File: src/rtl/seq_split_lhs_bank.sv
// Per-channel capture bank with a round-robin drain FSM that pushes captured values out and parks them in q.
// Optional sticky overflow flags (ovf port) are built when SEQ_SPLIT_LHS_OVF_EN is defined.
module seq_split_lhs_bank #(
    parameter int              WIDTH     = 8,
    parameter int              CHANNELS  = 4,
    parameter logic [WIDTH-1:0] CLR_VALUE = '0,
    localparam int             CW        = (CHANNELS > 1) ? $clog2(CHANNELS) : 1
) (
    input  logic                      clk,
    input  logic                      rst_n,
    input  logic [CHANNELS-1:0]       clr,
    input  logic [CHANNELS-1:0]       ld,
    input  logic [CHANNELS*WIDTH-1:0] d,
    output logic [CHANNELS*WIDTH-1:0] q,
    output logic [CHANNELS*WIDTH-1:0] r,
    output logic [CHANNELS-1:0]       r_valid,
    output logic [WIDTH-1:0]          out_data,
    output logic [CW-1:0]             out_chan,
    output logic                      out_valid,
    input  logic                      out_ready
`ifdef SEQ_SPLIT_LHS_OVF_EN
    ,
    output logic [CHANNELS-1:0]       ovf
`endif
);

    typedef enum logic {IDLE, PRESENT} state_t;

    state_t           r_state, w_state_next;
    logic [WIDTH-1:0] r_out_data, w_out_data_next;
    logic [CW-1:0]    r_out_chan, w_out_chan_next;
    logic [CW-1:0]    r_last, w_last_next;
    logic             w_hs;
    logic             w_found;
    int               w_idx;
    logic [CHANNELS-1:0] w_rv;
    logic [WIDTH-1:0]    w_r_arr [CHANNELS];

    assign w_hs      = (r_state == PRESENT) && out_ready;
    assign out_valid = (r_state == PRESENT);
    assign out_data  = r_out_data;
    assign out_chan  = r_out_chan;

    always_ff @(posedge clk or negedge rst_n) begin
        if (!rst_n) begin
            r_state    <= IDLE;
            r_out_data <= '0;
            r_out_chan <= '0;
            r_last     <= CW'(CHANNELS - 1);
        end else begin
            r_state    <= w_state_next;
            r_out_data <= w_out_data_next;
            r_out_chan <= w_out_chan_next;
            r_last     <= w_last_next;
        end
    end

    // Scan starts one past the last grant so every pending channel is served before a repeat.
    always_comb begin
        w_state_next    = r_state;
        w_out_data_next = r_out_data;
        w_out_chan_next = r_out_chan;
        w_last_next     = r_last;
        w_found         = 1'b0;
        w_idx           = 0;
        case (r_state)
            IDLE: begin
                for (int j = 1; j <= CHANNELS; j++) begin
                    w_idx = (int'(r_last) + j) % CHANNELS;
                    if (!w_found && w_rv[w_idx]) begin
                        w_found         = 1'b1;
                        w_out_chan_next = CW'(w_idx);
                        w_out_data_next = w_r_arr[w_idx];
                        w_state_next    = PRESENT;
                    end
                end
            end
            PRESENT: begin
                if (out_ready) begin
                    w_state_next = IDLE;
                    w_last_next  = r_out_chan;
                end
            end
            default: w_state_next = IDLE;
        endcase
    end

    genvar gi;
    generate
        for (gi = 0; gi < CHANNELS; gi++) begin : g_ch
            logic [WIDTH-1:0] r_q_ch;
            logic [WIDTH-1:0] r_r_ch;
            logic             r_rv_ch;
            logic             w_hs_ch;

            assign w_hs_ch = w_hs && (r_out_chan == CW'(gi));

            // clr owns q, ld owns r/r_valid; a handshake drains into q and retires r_valid.
            always_ff @(posedge clk or negedge rst_n) begin
                if (!rst_n) begin
                    r_q_ch  <= CLR_VALUE;
                    r_r_ch  <= '0;
                    r_rv_ch <= 1'b0;
                end else begin
                    if (clr[gi])
                        r_q_ch <= CLR_VALUE;
                    else if (w_hs_ch)
                        r_q_ch <= r_out_data;

                    if (!clr[gi] && ld[gi]) begin
                        r_r_ch  <= d[gi*WIDTH +: WIDTH];
                        r_rv_ch <= 1'b1;
                    end else if (w_hs_ch) begin
                        r_rv_ch <= 1'b0;
                    end
                end
            end

`ifdef SEQ_SPLIT_LHS_OVF_EN
            logic r_ovf_ch;
            always_ff @(posedge clk or negedge rst_n) begin
                if (!rst_n)
                    r_ovf_ch <= 1'b0;
                else if (clr[gi])
                    r_ovf_ch <= 1'b0;
                else if (ld[gi] && r_rv_ch && !w_hs_ch)
                    r_ovf_ch <= 1'b1;
            end
            assign ovf[gi] = r_ovf_ch;
`endif

            assign q[gi*WIDTH +: WIDTH] = r_q_ch;
            assign r[gi*WIDTH +: WIDTH] = r_r_ch;
            assign r_valid[gi]          = r_rv_ch;
            assign w_rv[gi]             = r_rv_ch;
            assign w_r_arr[gi]          = r_r_ch;
        end
    endgenerate

endmodule

File: config.mk
export PLATFORM = sky130hd
export DESIGN_NAME = seq_split_lhs_bank
export DESIGN_NICKNAME = d
export VERILOG_FILES = /design/src/rtl/seq_split_lhs_bank.sv
export SDC_FILE = /design/constraint.sdc
export NUM_CORES = 1
export LEC_CHECK = 0
export ABC_CLOCK_PERIOD_IN_PS = 3950
export CAP_MARGIN = 5
export CORE_MARGIN = 2
export CORE_UTILIZATION = 53
export DETAILED_ROUTE_END_ITERATION = 10
export GPL_TIMING_DRIVEN = 0
export PLACE_DENSITY = 0.92
export SETUP_SLACK_MARGIN = 0.05
export SLEW_MARGIN = 20
export SYNTH_ARGS = -nofsm -noshare
export SYNTH_HDL_FRONTEND = slang
export SYNTH_SLANG_ARGS = --single-unit
export TNS_END_PERCENT = 5
File: constraint.sdc
create_clock -name clk -period 3.95 [get_ports clk]
set_clock_uncertainty 0.15 [all_clocks]
set_input_delay 0.395 -clock clk [delete_from_list [all_inputs] [get_ports clk]]
set_output_delay 0.395 -clock clk [all_outputs]
set_load 0.01 [all_outputs]
# After elaboration in Yosys (flattened, before gate mapping)

Cells that the tools add are included.
Widths: inputs -> output; s select.

Logic and storage cells: 134
Input port bits: 43
Bits in registers: 81
Output and inout port bits: 79

Eq/ne operators: 3
Bitwise logic cells: 9
Reductions and logical operators: 35
Magnitude comparators: 8
Muxes and demuxes: 59
Add/subtract/negate cells: 4

Operator list:

| cell                | count |
|---|---|
| $mux 8              | 20 |
| $ge 32x3->1 const B | 4 |
| $not 32->32         | 4 |
| $bmux 8 s2          | 4 |
| $mux 1              | 26 |
| $lt 3x4->1 const B  | 4 |
| $reduce_bool 2->1   | 8 |
| $logic_and 1x1->1   | 12 |
| $bmux 1 s2          | 4 |
| $mux 2              | 4 |
| $reduce_or 2->1     | 4 |
| $logic_not 1->1     | 7 |
| $add 2x1->2 const B | 2 |
| $add 2x2->2 const B | 2 |
| $and 1x1->1 const A | 4 |
| $eq 2x2->1 const B  | 2 |
| $reduce_and 2->1    | 2 |
| $reduce_bool 4->1   | 1 |
| $eq 2x1->1 const B  | 1 |
| $logic_not 2->1     | 1 |
| $pmux 1 s2          | 1 |
| $not 1->1           | 1 |

# Depth between registers and ports, before layout

Gate-level depths: netlist (run 1).

Depth in word-level cells: 20
Depth in mapped cells: 7
Mapped depth without buffers: 5

# Least setup slack after synthesis (run 1)

OpenSTA, ideal clock, no wires.

Path type: register to register
Start: register r_last[1]
End: register r_out_data[0], in the netlist out_data[0]
Clock period less this slack: 1.965 ns
Slack: 1.985 ns
Arrival time: 1.685 ns
Library setup time: 0.131 ns
Path buffers: 3
Cell stages (with the launch flop): 8
Data required time: 3.669 ns
Cell sequence: dfstp_2 buf_4 buf_4 buf_2 mux2i_1 nand2_1 a41oi_1 o31ai_2

Cells in the longest elaborated chain, start to end: 18
Elaborated cells between the ends (all ways): 50
Those cells by class: add/sub: 4; mux: 34; bitwise: 4; reduce/logical: 8

Ends and longest elaborated chain:

| what                                       | line | RTL |
|---|---|---|
| from (decl)                                | 32   | `logic [CW-1:0] r_last, w_last_next;` |
| from (signal assigned)                     | 49   | `r_last <= CW'(CHANNELS - 1);` |
| from (signal assigned)                     | 54   | `r_last <= w_last_next;` |
| $add 2x1->2                                | 69   | `w_idx = (int'(r_last) + j) % CHANNELS;` |
| $bmux 1 s2                                 | 70   | `if (!w_found && w_rv[w_idx]) begin` |
| $mux 1 (implied by the code) (2 in series) | 70   |  |
| $mux 1                                     | 70   |  |
| $mux 1                                     | 66   | `case (r_state)` |
| $logic_not 1->1                            | 70   |  |
| $logic_and 1x1->1                          | 70   |  |
| $mux 1                                     | 70   |  |
| $mux 1                                     | 66   |  |
| $logic_not 1->1                            | 70   |  |
| $logic_and 1x1->1                          | 70   |  |
| $mux 1                                     | 70   |  |
| $mux 1                                     | 66   |  |
| $logic_not 1->1                            | 70   |  |
| $logic_and 1x1->1                          | 70   |  |
| $reduce_bool 4->1 (no line)                | n/a  |  |
| $reduce_and 2->1 (no line)                 | n/a  |  |
| to (signal assigned)                       | 52   | `r_out_data <= w_out_data_next;` |
| to (decl)                                  | 30   | `logic [WIDTH-1:0] r_out_data, w_out_data_next;` |

Several ways; a longest one is shown, not always the timed one. The select of a mux whose other input is x is not followed.
A chain may end at the register's enable or synchronous reset.

# Worst setup path in the final report (run 1)

Start: register r_last[1]
End: register r_out_data[7], in the netlist out_data[7]

The elaborated chain is that of the path after synthesis.

==> flow_summary.json, run 1 <==
{
  "synth-seq-cells": 81,
  "worstMarginPinSlew_ns": 0.825,
  "cts_buffers": 9,
  "clk_pin_slew_ns": 0.09,
  "clk_latency_ns": 0.37,
  "drc": 0,
  "cellPowerDensity_mw_per_mm2": 580,
  "slew-limit-headroom_pct": 45.0,
  "via_per_inst": 5.95,
  "die_width_um": 97.0,
  "design_area_mm2": 0.00613,
  "crit_fanout": 10,
  "finalSetupViolCount": 0,
  "grt_usage_pct": 28.2,
  "slew_viol_final": 0,
  "cts_buffer_depth": 2,
  "required_ns": 4.04,
  "hold_violations": 0,
  "r2r_end": "out_data[7]",
  "dp_hpwl_mm": 9.13,
  "cts.sinks": 81,
  "pre_cts_ws_ns": 1.40,
  "hold_end": "g_ch[2].r_q_ch[0]",
  "tritoncts": "yes",
  "ant_nets": 0,
  "crit_path_start_kind": "flop",
  "synthArstFlopShare_pct": 100,
  "finalPower_mw": 3.55,
  "arrival_ns": 2.49,
  "period_needed_ns": 2.40,
  "grt_pass1_vias": 4076,
  "fin_nets": 613,
  "worstHoldStart": "clr[2]",
  "synth_nets": 483,
  "io_buffers": 117,
  "r2r_setup_slack_ns": 1.55,
  "yosysUniqueCellTypes": 42,
  "hp-class": "primary input to flop",
  "drt_wl_total_mm": 13.1,
  "post_dp_cell_area_mm2": 0.00591,
  "rsz0062_at_grt": "no",
  "start_util_pct": 55.2,
  "first_iter_violations": 267,
  "grt_start_max_net_pins": 49,
  "synth_area_leaders": "dfrtp_1 43%, mux2i_1 12%, mux2_2 11%",
  "drive_gt1_share_pct": 17.4,
  "firstDrtPassIters": 5,
  "htree_levels": 3,
  "overflow": 0,
  "routedWlPerCell_um": 19.2,
  "r2r_start": "r_last[1]",
  "synthesis.area_mm2": 0.00458,
  "area_growth_pct": 33.7,
  "synth.most_common_cell": "nand2_1",
  "ys_warn_count": 0,
  "postSynthCellCount": 440,
  "antenna_found_initial": 0,
  "io_pins": 122,
  "yosysTopAreaCellShare_pct": 43.1,
  "min_path_cells": 2,
  "yosysTopAreaCell": "dfrtp_1",
  "vias": 4047,
  "synth_edf_count": 0,
  "cap_viol_max_count": 0,
  "setup_tns_ns": 0,
  "p_leak_nw": 2.60,
  "fillers": 569,
  "yosys_most_used_dff": "dfrtp_1",
  "dieArea_mm2": 0.00941,
  "clock.fmax_ghz": 0.417,
  "grt_first_pass_wirelength_mm": 21.3,
  "synth.avg_cell_area_um2": 10.4,
  "setup_ws_ns": 1.55,
  "status": "finished, final reports clean",
  "core_area_mm2": 0.00830,
  "root_buffer": "clkbuf_8",
  "synth_commonest_cells": "89 x nand2_1, 79 x dfrtp_1, 56 x mux2i_1",
  "rows": 33,
  "end_kind": "flop",
  "seq_area_frac_synth_pct": 44.3,
  "cts_resized": 0,
  "min_period_over_period_pct": 60.8,
  "r2r_cells": 7,
  "n_antenna_cell": 0,
  "path_class": "flop to flop",
  "max-vdd-ir-drop_v": 0.000329,
  "fp.dieH_um": 97.0,
  "gp_congestion": 0.888
}
==> power by group <==
group	internal, mW	switching (mW)
registers	0.992	0.258
logic	0.873	0.800
clock network	0.297	0.331
==> metal layers <==
layer | wire [um] | up-vias | GRT usage [%]
li1 | - | 1828 | -
met1 | 5180 | 1973 | 36.5
met2 | 6430 | 218 | 47.3
met3 | 1130 | 28 | 4.77
met4 | 336 | 0 | 11.5
met5 | 0 | - | 0
==> worst max-delay path by stage <==
stage / endpoint / slack, ns / start / depth (start not counted)
finish: out_data[7] / 1.55 / r_last[1] / 7
global route: out_data[1] / 1.50 / r_last[1] / 7
CTS: out_data[3] / 1.38 / r_last[0] / 6
detailed placement: out_data[3] / 1.40 / r_last[0] / 6
global placement: g_ch[3].r_r_ch[3] / -0.40 / rst_n / 1
floorplan: out_data[0] / 1.98 / r_last[1] / 7
==> cells in the final DEF, fill, tap and decap left out, types with 4 or more instances in the layout <==
| cell type | count |
|---|---|
| buf_4 | 13 |
| clkbuf_1 | 13 |
| buf_6 | 4 |
| nand2b_1 | 4 |
| nor2_1 | 9 |
| a21oi_1 | 36 |
| a22o_1 | 14 |
| mux2i_1 | 56 |
| o21ai_0 | 4 |
| dfrtp_1 | 79 |
| a21o_1 | 4 |
| mux2_2 | 46 |
| buf_2 | 4 |
| nand2_1 | 89 |
| nor2b_1 | 15 |
| o31ai_2 | 8 |
| a41oi_1 | 8 |
| clkbuf_8 | 9 |
| clkdlybuf4s50_1 | 116 |
==> flip-flops by register name, summed over array words and instances (netlist names) <==
register      cells
out_data          8
g_ch.r_r_ch      32
g_ch.r_rv_ch      4
out_chan          2
out_valid         1
r_last            2
g_ch.r_q_ch      32
==> per-stage QoR <==
step / instances / hold slack, ns / utilization, %
5_1_grt: 680 / 0.251 / 73.8
2_1_floorplan: 440 / -0.0506 / -
4_1_cts: 680 / 0.244 / 73.8
3_5_place_dp: 663 / 0.217 / 71.2
3_3_place_gp: 662 / 0.358 / 70.9
6_report: 680 / 0.241 / 73.8
==> cell families (layout without fill, tap and decap cells) <==
kind of cell           after synthesis  count (layout)  share of synthesized area (%)
buffers and inverters               36             171                           4.69
flip-flops                          81              81                           44.3
multiplexers                       103             103                           23.8
AO/OA/AOI/OAI                       85              85                           13.6
AND/OR/NAND/NOR                    135             135                           13.7
==> final cells by class <==
cell class	instances	area (um2)	share of cell area [%]
Buffer	33	204	3.33
Clock buffer	9	124	2.02
Clock inverter	7	77.6	1.27
Inverter	3	11.3	0.184
Multi-Input combinational cell	323	2340	38.3
Sequential cell	81	2030	33.1
Tap cell	105	131	2.14
Timing Repair Buffer	119	1210	19.7
==> critical path: stages (launching register included) <==
cell,delay (ns)
dfstp_2,0.61
buf_4,0.23
buf_4,0.23
buf_2,0.32
mux2i_1,0.25
nand2_1,0.08
a41oi_1,0.30
o31ai_2,0.10
==> timing repair <==
action                    CTS  global route
buffers inserted            0             0
hold endpoints to repair   33             0
hold buffers                1             0
No activity file was read; power rests on OpenSTA's default activity.
==> inputs of run 2 (changes only) <==
- ABC_CLOCK_PERIOD_IN_PS: 3950 -> 2350
- CORE_UTILIZATION: 53 -> 49
- PLACE_DENSITY: 0.92 -> 0.87
- clock period: 3.95 -> 2.35 ns (I/O delays scaled with it)
==> run 2 against run 1 <==
  * Power grew 73%
  * Sequential power grew 69%
  * Combinational power increased by 72%
==> flow_summary.json, run 2 (synthesis results as in run 1) <==
{
  "gp_congestion": 0.838,
  "layoutNonFillerInstCount": 686,
  "grt_pass1_vias": 4156,
  "crit_top_cell": "buf_6",
  "hp-class": "primary input to flop",
  "grt_usage_pct": 26.7,
  "cts_buffers": 9,
  "arrival_ns": 2.33,
  "area_growth_pct": 35.3,
  "finalSetupViolCount": 0,
  "n_antenna_cell": 0,
  "min_period_over_period_pct": 95.4,
  "ff_latch_area_mm2": 0.00203,
  "switching_share_pct": 38.7,
  "tritoncts": "yes",
  "grt_first_pass_wirelength_mm": 21.0,
  "ant_nets": 0,
  "period_needed_ns": 2.24,
  "path_class": "flop to flop",
  "critPathMaxStageDelay_ns": 0.60,
  "crit_family": "buffers and inverters",
  "crit_buf_inv": 3,
  "vias": 4113,
  "die_width_um": 101,
  "multi_input_area_mm2": 0.00238,
  "net-switching-power_mw": 2.38,
  "crit_path_start_kind": "flop",
  "status": "finished, final reports clean",
  "crit_fanout": 10,
  "p_leak_nw": 2.61,
  "rsz0062_at_grt": "yes",
  "fin_nets": 613,
  "final_cell_mix": "116 x clkdlybuf4s50_1, 89 x nand2_1, 79 x dfrtp_1",
  "core_area_mm2": 0.00915,
  "start_util_pct": 50.1,
  "p_comb_share_pct": 46.7,
  "post-place-cells": 669,
  "setup_tns_ns": 0,
  "cts.sinks": 81,
  "fp.dieH_um": 101,
  "routedWlPerCell_um": 19.2,
  "dieArea_mm2": 0.0101,
  "clock.fmax_ghz": 0.446,
  "drive_gt1_share_pct": 18.3,
  "max-vdd-ir-drop_v": 0.000474,
  "dp_hpwl_mm": 9.20,
  "rows": 35,
  "hold_violations": 0,
  "clkPwrFrac_pct": 19.1,
  "drc": 0,
  "firstDrtPassIters": 5,
  "antenna_found_initial": 0,
  "htree_levels": 3,
  "cts_buffer_depth": 2,
  "p_int_mw": 3.77,
  "slew_viol_final": 0,
  "drt_wl_total_mm": 13.2,
  "io_pins": 122,
  "grt_start_max_net_pins": 60,
  "fillers": 690,
  "clk_pin_slew_ns": 0.10,
  "first_iter_violations": 374,
  "seqPwrFrac_pct": 34.2,
  "final_common_cell": "clkdlybuf4s50_1",
  "clk_latency_ns": 0.37,
  "cap_viol_max_count": 0,
  "cp_slowest_cell": "dfstp_2",
  "end_kind": "flop",
  "slew-limit-headroom_pct": 43.4,
  "overflow": 0,
  "crit_chain": "buf_4 > buf_6 > buf_6 > mux2i_1 > nand2_1 > a41oi_2 > o31ai_2",
  "cellPowerDensity_mw_per_mm2": 992,
  "required_ns": 2.44,
  "worstMarginPinSlew_ns": 0.842,
  "final_core_util_pct": 67.8,
  "io_buffers": 117,
  "root_buffer": "clkbuf_8",
  "via_per_inst": 6.00
}
==> run 2: cell count changes in the layout (fill, tap and decap cells not counted), sizes merged <==
cell,before,now
clkinvlp,1,2
inv,5,6
bufinv,1,2
clkinv,3,0
==> run 2: repair_timing <==
action                                  CTS  global route
setup buffers                             0             0
endpoints found under the setup margin    8             8
hold buffers                              1             0
hold endpoints to repair                 79             0
resized for setup                         2             7
==> run 2: power by group through the flow <==
stage	combinational (mW)	sequential [mW]	clock, mW
finish	2.87	2.11	1.17
global route	3.07	2.14	1.24
CTS	2.82	2.09	1.17
detailed placement	2.79	2.11	0
global placement	2.69	2.10	0
floorplan	1.69	2.07	0
==> run 2: final timing paths <==
kind	depth (start not counted)	endpoint	start	slack, ns
min reg2reg	2	g_ch[0].r_q_ch[1]	g_ch[0].r_q_ch[1]	0.38
max	7	out_data[2]	r_last[1]	0.11
max reg2reg	7	out_data[2]	r_last[1]	0.11
min	2	g_ch[1].r_q_ch[3]	clr[1]	0.09
min in group asynchronous	2	g_ch[3].r_r_ch[4]	rst_n	0.16
max in group asynchronous	3	r_last[0]	rst_n	1.25
==> run 2: final cells by class <==
| class | count | share of cell area, % |
|---|---|---|
| multi-input combinational | 323 | 38.4 |
| sequential | 81 | 32.7 |
| timing repair buffer | 119 | 19.4 |
| buffer | 33 | 3.39 |
| tap | 111 | 2.24 |
| clock buffer | 9 | 2.00 |
| clock inverter | 7 | 1.63 |
| inverter | 3 | 0.182 |
==> run 2: layer usage <==
metal	global-route usage (%)	vias up	part of all wire, %
li1	-	1835	-
met1	34.5	2025	41
met2	44.3	217	49
met3	5.13	36	7.5
met4	10.5	0	2.2
met5	0	-	0
==> run 2: metrics by stage <==
| stage | hold slack, ns | setup WS [ns] | total power, mW | area (um2) |
|---|---|---|---|---|
| 5_1_grt | 0.108 | 0.0370 | 6.45 | 6200 |
| 2_1_floorplan | -0.211 | 0.385 | 3.76 | 4580 |
| 3_3_place_gp | 0.359 | -1.82 | 4.79 | 5890 |
| 6_report | 0.0873 | 0.109 | 6.15 | 6200 |
| 4_1_cts | 0.0841 | 0.0782 | 6.08 | 6160 |
| 3_5_place_dp | 0.00416 | -0.199 | 4.90 | 5920 |
